==> src/rtl/sal_sched_pkg.sv <==
// Shared types and defaults for the DDR2 channel command scheduler.
package sal_sched_pkg;

    localparam int TW = 4;

    typedef enum logic [2:0] {
        NOP = 3'd0,
        ACT = 3'd1,
        RD  = 3'd2,
        WR  = 3'd3,
        PRE = 3'd4,
        REF = 3'd5
    } sal_cmd_e;

endpackage

==> src/rtl/sal_rr_arb.sv <==
// Combinational round-robin picker: first requester at or after ptr wins.
module sal_rr_arb #(
    parameter int N = 4
) (
    input  logic [N-1:0]         req,
    input  logic [$clog2(N)-1:0] ptr,
    output logic [N-1:0]         gnt,
    output logic [$clog2(N)-1:0] idx
);

    localparam int IW = $clog2(N);

    logic          found;
    logic [IW-1:0] cand;

    always_comb begin
        gnt   = '0;
        idx   = '0;
        found = 1'b0;
        cand  = '0;
        for (int i = 0; i < N; i++) begin
            cand = IW'((int'(ptr) + i) % N);
            if (!found && req[cand]) begin
                found     = 1'b1;
                gnt[cand] = 1'b1;
                idx       = cand;
            end
        end
    end

endmodule

==> src/rtl/sal_timing_cnt.sv <==
// Saturating down-counter for one inter-command timing constraint.
module sal_timing_cnt #(
    parameter int TW = 4
) (
    input  logic          clk,
    input  logic          rst_n,
    input  logic          reset_cmd,
    input  logic [TW-1:0] reset_value,
    output logic          is_zero
);

    logic [TW-1:0] cnt;

    always_ff @(posedge clk) begin
        if (!rst_n) begin
            cnt <= '0;
        end else if (reset_cmd) begin
            cnt <= reset_value;
        end else if (cnt != '0) begin
            cnt <= cnt - TW'(1);
        end
    end

    assign is_zero = (cnt == '0);

endmodule

==> src/rtl/sal_dram_sched.sv <==
// Channel command scheduler: picks one bank request per cycle under inter-bank
// timing (tRRD/tCCD/tWTR/tRTW) and registers the chosen command toward the PHY.
module sal_dram_sched #(
    parameter int NUM_BANKS = 4,
    parameter int BA_WIDTH  = $clog2(NUM_BANKS),
    parameter int RA_WIDTH  = 14,
    parameter int CA_WIDTH  = 10,
    parameter int TW        = sal_sched_pkg::TW
) (
    input  logic                          clk,
    input  logic                          rst_n,
    input  logic [NUM_BANKS-1:0]          act_req_i,
    input  logic [NUM_BANKS-1:0]          rd_req_i,
    input  logic [NUM_BANKS-1:0]          wr_req_i,
    input  logic [NUM_BANKS-1:0]          pre_req_i,
    input  logic [NUM_BANKS-1:0]          ref_req_i,
    input  logic [NUM_BANKS*RA_WIDTH-1:0] ra_i,
    input  logic [NUM_BANKS*CA_WIDTH-1:0] ca_i,
    output logic [NUM_BANKS-1:0]          act_gnt_o,
    output logic [NUM_BANKS-1:0]          rd_gnt_o,
    output logic [NUM_BANKS-1:0]          wr_gnt_o,
    output logic [NUM_BANKS-1:0]          pre_gnt_o,
    output logic [NUM_BANKS-1:0]          ref_gnt_o,
    input  logic [TW-1:0]                 t_rrd_i,
    input  logic [TW-1:0]                 t_ccd_i,
    input  logic [TW-1:0]                 t_wtr_i,
    input  logic [TW-1:0]                 t_rtw_i,
    output logic [2:0]                    cmd_o,
    output logic [BA_WIDTH-1:0]           ba_o,
    output logic [RA_WIDTH-1:0]           addr_o
);

    import sal_sched_pkg::*;

    logic [BA_WIDTH-1:0]  ptr;
    logic                 rrd_ok, ccd_ok, wtr_ok, rtw_ok;
    logic [NUM_BANKS-1:0] act_elig, rd_elig, wr_elig, cas_elig;
    logic [NUM_BANKS-1:0] ref_sel, pre_sel, cas_sel, act_sel;
    logic [BA_WIDTH-1:0]  ref_idx, pre_idx, cas_idx, act_idx;
    sal_cmd_e             cmd_p0;
    logic [BA_WIDTH-1:0]  ba_p0;
    logic [RA_WIDTH-1:0]  addr_p0;

    // Counter holds t-1 so that a zero count means "met"; t of 0 or 1 allows back to back.
    function automatic logic [TW-1:0] load_val(input logic [TW-1:0] t);
        return (t == '0) ? '0 : t - TW'(1);
    endfunction

    // RD and WR share one arbiter; each request is pre-qualified by its own gates.
    assign rd_elig  = rd_req_i  & {NUM_BANKS{ccd_ok & wtr_ok}};
    assign wr_elig  = wr_req_i  & {NUM_BANKS{ccd_ok & rtw_ok}};
    assign cas_elig = rd_elig | wr_elig;
    assign act_elig = act_req_i & {NUM_BANKS{rrd_ok}};

    sal_rr_arb #(.N(NUM_BANKS)) u_ref_arb (.req(ref_req_i), .ptr(ptr), .gnt(ref_sel), .idx(ref_idx));
    sal_rr_arb #(.N(NUM_BANKS)) u_pre_arb (.req(pre_req_i), .ptr(ptr), .gnt(pre_sel), .idx(pre_idx));
    sal_rr_arb #(.N(NUM_BANKS)) u_cas_arb (.req(cas_elig),  .ptr(ptr), .gnt(cas_sel), .idx(cas_idx));
    sal_rr_arb #(.N(NUM_BANKS)) u_act_arb (.req(act_elig),  .ptr(ptr), .gnt(act_sel), .idx(act_idx));

    // Stage p0: class priority REF > PRE > CAS > ACT; a bank with RD and WR both eligible gets RD.
    always_comb begin
        act_gnt_o = '0;
        rd_gnt_o  = '0;
        wr_gnt_o  = '0;
        pre_gnt_o = '0;
        ref_gnt_o = '0;
        cmd_p0    = NOP;
        ba_p0     = '0;
        addr_p0   = '0;
        if (rst_n) begin
            if (|ref_req_i) begin
                ref_gnt_o = ref_sel;
                cmd_p0    = REF;
                ba_p0     = ref_idx;
            end else if (|pre_req_i) begin
                pre_gnt_o = pre_sel;
                cmd_p0    = PRE;
                ba_p0     = pre_idx;
            end else if (|cas_elig) begin
                ba_p0   = cas_idx;
                addr_p0 = RA_WIDTH'(ca_i[int'(cas_idx)*CA_WIDTH +: CA_WIDTH]);
                if (rd_elig[cas_idx]) begin
                    rd_gnt_o = cas_sel;
                    cmd_p0   = RD;
                end else begin
                    wr_gnt_o = cas_sel;
                    cmd_p0   = WR;
                end
            end else if (|act_elig) begin
                act_gnt_o = act_sel;
                cmd_p0    = ACT;
                ba_p0     = act_idx;
                addr_p0   = ra_i[int'(act_idx)*RA_WIDTH +: RA_WIDTH];
            end
        end
    end

    sal_timing_cnt #(.TW(TW)) u_rrd (.clk(clk), .rst_n(rst_n), .reset_cmd(cmd_p0 == ACT),
                                     .reset_value(load_val(t_rrd_i)), .is_zero(rrd_ok));
    sal_timing_cnt #(.TW(TW)) u_ccd (.clk(clk), .rst_n(rst_n), .reset_cmd(cmd_p0 == RD || cmd_p0 == WR),
                                     .reset_value(load_val(t_ccd_i)), .is_zero(ccd_ok));
    sal_timing_cnt #(.TW(TW)) u_wtr (.clk(clk), .rst_n(rst_n), .reset_cmd(cmd_p0 == WR),
                                     .reset_value(load_val(t_wtr_i)), .is_zero(wtr_ok));
    sal_timing_cnt #(.TW(TW)) u_rtw (.clk(clk), .rst_n(rst_n), .reset_cmd(cmd_p0 == RD),
                                     .reset_value(load_val(t_rtw_i)), .is_zero(rtw_ok));

    // Stage p1: registered command toward the PHY; ptr wraps naturally as NUM_BANKS is a power of two.
    always_ff @(posedge clk) begin
        if (!rst_n) begin
            cmd_o  <= NOP;
            ba_o   <= '0;
            addr_o <= '0;
            ptr    <= '0;
        end else begin
            cmd_o  <= cmd_p0;
            ba_o   <= ba_p0;
            addr_o <= addr_p0;
            if (cmd_p0 != NOP) begin
                ptr <= ba_p0 + BA_WIDTH'(1);
            end
        end
    end

endmodule
==> config.mk <==
export PLATFORM = sky130hd
export DESIGN_NAME = sal_dram_sched
export DESIGN_NICKNAME = d
export VERILOG_FILES = /design/src/rtl/sal_sched_pkg.sv /design/src/rtl/sal_rr_arb.sv /design/src/rtl/sal_timing_cnt.sv /design/src/rtl/sal_dram_sched.sv
export SDC_FILE = /design/constraint.sdc
export NUM_CORES = 1
export LEC_CHECK = 0
export CORE_MARGIN = 2
export CORE_UTILIZATION = 49
export CTS_CLUSTER_SIZE = 20
export DETAILED_ROUTE_END_ITERATION = 10
export HOLD_SLACK_MARGIN = 0.12
export PLACE_DENSITY = 0.94
export RECOVER_POWER = 25
export SYNTH_ARGS = -nofsm -noshare
export SYNTH_HDL_FRONTEND = slang
export SYNTH_HIERARCHICAL = 1
export SYNTH_SLANG_ARGS = --single-unit
==> constraint.sdc <==
create_clock -name clk -period 8.7 [get_ports clk]
set_input_delay 1.74 -clock clk [delete_from_list [all_inputs] [get_ports clk]]
set_output_delay 1.74 -clock clk [all_outputs]
set_load 0.05 [all_outputs]
==> impl_metrics.ini <==
[status]
outcome = completed

[timing]
worstMarginPinSlew_ps = 1205
fmax_ghz = 0.1249
fin_skew_ps = 7.204
setup-tns-final_ps = 0
hold_violations = 0
setup_viol = 0
slew_headroom_pct = 19.69
fin_crit_ps = 8009
slew_viol_final = 0
rsz0062_at_grt = no
post-route-period-util_pct = 92.06
hold-worst-slack_ps = 627.8

[pwr]
p_leak_nw = 2.430
ir_drop_mv = 0.1486
power_density_nw_per_um2 = 239.8

[finish]
nets = 797
final_util_pct = 72.92
final_cells = 748
drive_gt1_share_pct = 16.09
syn_to_final_growth_pct = 42.83
antennaDiodeCount = 0

[place]
portBuffers = 172
place_hpwl_mm = 11.82
gp_congestion = 0.8802
place_inst = 740

[clock_tree]
cts_buffer_depth = 2
cts_resized = 0
tritoncts = built
clkTransAtPathRegs_ps = 70
post_cts_buffers = 0
cts_hold_buf = 0
numCtsBuffers = 5
clk_latency_ps = 300
cts.sinks = 37
cts_root_buffer = clkbuf_8
cts_htree_levels = 2

[synth]
yosysSeqAreaShare_pct = 16.48
netlist_area_um2 = 4496
synthTopCellsByArea = mux4_2 20%, dfxtp_1 16%, ha_1 6.7%
synth_nets = 627
synth_edf_count = 0
synth-async-reset-ratio_pct = 0
postSynthCellCount = 469
synth_warnings = 6
avgSynthCellArea_um2 = 9.585
synth_top_area_cell = mux4_2
synth_top_area_share_pct = 20.04
netlist-cell-type-count = 57
synth-seq-cells = 37
ys.flop_type = dfxtp_1

[floorplan]
die_w_um = 99.79
ioPinCount = 173
die_area_um2 = 9957
num_rows = 34
initial_core_util_pct = 51.05
die-height_um = 99.79
core-area_um2 = 8806

[route]
drcViolationCount = 0
detail_route.iter0.violations = 223
drtAntennaViolNets = 0
vias_per_cell = 6.265
wl_mm = 15.00
first_pass_iters = 4
via_count = 4686
wl_per_cell_um = 20.05

[global_route]
grt_first_pass_wirelength_mm = 22.67
grt.overflow.total = 0
grt_usage_pct = 28.33
grt_pass1_vias = 4615
grt_max_degree = 40
antenna_found_initial = 0

[setup_path]
cp.arrival_ps = 6270
worstPathMaxFanout = 12
worstSetupEndpointType = output port
critPathRequiredTime_ps = 6960
cp-start-kind = input pin
worstSetupPathType = input pin to output port

[worst_hold_path]
hp-class = flip-flop to flip-flop

[flow_run]
drv_cap = 0
-- path summary, 6_finish.rpt --
kind	from	to	cells after the start	slack [ps]
max	rd_req_i[3]	wr_gnt_o[2]	11	690
min	u_rrd/cnt[0]$_SDFFE_PN0P_	u_rrd/cnt[0]$_SDFFE_PN0P_	3	630
max reg2reg	u_wtr/cnt[0]$_SDFFE_PN0P_	u_wtr/cnt[3]$_SDFFE_PN0P_	13	3540
min reg2reg	u_rrd/cnt[0]$_SDFFE_PN0P_	u_rrd/cnt[0]$_SDFFE_PN0P_	3	630
-- worst max-delay path, cell delays in order --
cell	delay [ps]
clkdlybuf4s50_1	520
a22oi_1	100
nor2b_1	400
mux4_2	480
nor2_1	110
o31ai_4	870
mux4_2	620
and3_1	260
nor3_1	730
and2_1	240
buf_4	200
-- state kept, by name (all words and copies together) (netlist names) --
signal and flops:
cmd_o 3, ba_o 2, addr_o 14, u_wtr/cnt 4, u_rrd/cnt 4, u_rtw/cnt 4
u_ccd/cnt 4, ptr 2
-- cell type report --
type | count | area (um2)
repair buffers | 181 | 1775
clock buffers | 7 | 96.34
inverters | 23 | 86.33
multi-input cells | 391 | 3581
clock inverters | 1 | 5.005
fillers | 597 | 2385
well taps | 108 | 135.1
flip-flops and latches | 37 | 742.0
-- metal layers --
metal	track usage [%]	share of wire (%)	up-vias
met5	0	0	-
met4	11.06	3.0	0
met3	3.552	6.0	35
met2	52.08	52	204
met1	33.54	39	2285
li1	-	-	2162
-- cell usage after synthesis, types with 13 or more instances --
cell type,count
o21ai_1,13
nand3_1,16
o21ai_0,14
nor2_1,27
inv_1,22
nand2_1,34
and2_1,20
nor2b_1,18
o2bb2ai_1,15
mux4_2,40
ha_1,24
dfxtp_1,37
-- cell usage in the layout (no fill, tap or decap), types with 15 or more instances in the layout --
| master | Yosys | final |
|---|---|---|
| and2_1 | 20 | 20 |
| clkdlybuf4s50_1 | 0 | 150 |
| dfxtp_1 | 37 | 36 |
| dlygate4sd3_1 | 0 | 18 |
| ha_1 | 24 | 24 |
| inv_1 | 22 | 22 |
| mux4_2 | 40 | 40 |
| nand2_1 | 34 | 34 |
| nand3_1 | 16 | 16 |
| nor2_1 | 27 | 27 |
| nor2b_1 | 18 | 18 |
| o2bb2ai_1 | 15 | 15 |
-- report_power, final --
group | total, mW | internal, mW | switching, mW | leakage [nW]
Clock | 0.136 | 0.0717 | 0.0641 | 0.0542
Sequential | 0.228 | 0.198 | 0.0298 | 0.303
Combinational | 1.18 | 0.570 | 0.606 | 2.07
Total | 1.54 | 0.840 | 0.700 | 2.43
-- logic make-up (layout without fill, tap and decap cells) --
family	Yosys count	count (layout)	share of synthesized area, %
AOI/OAI and AO/OA	122	122	21.12
muxes	57	57	24.38
xor gates and xnor gates	9	9	1.754
adders and majority gates	24	24	6.680
DFF	37	37	16.48
and+or+nand+nor	179	179	25.10
buffers and inverters	41	212	4.481
-- through the flow --
| stage | worst slack [ps] | cell area, um2 | total power [mW] |
|---|---|---|---|
| finish | 691.0 | 6421 | 1.540 |
| global placement | 1003 | 6324 | 1.322 |
| detailed placement | 744.8 | 6324 | 1.385 |
| global route | 408.6 | 6421 | 1.621 |
| CTS | 754.5 | 6425 | 1.524 |
| floorplan | 2092 | 4496 | 1.098 |
No activity file was read; power rests on OpenSTA's default activity.
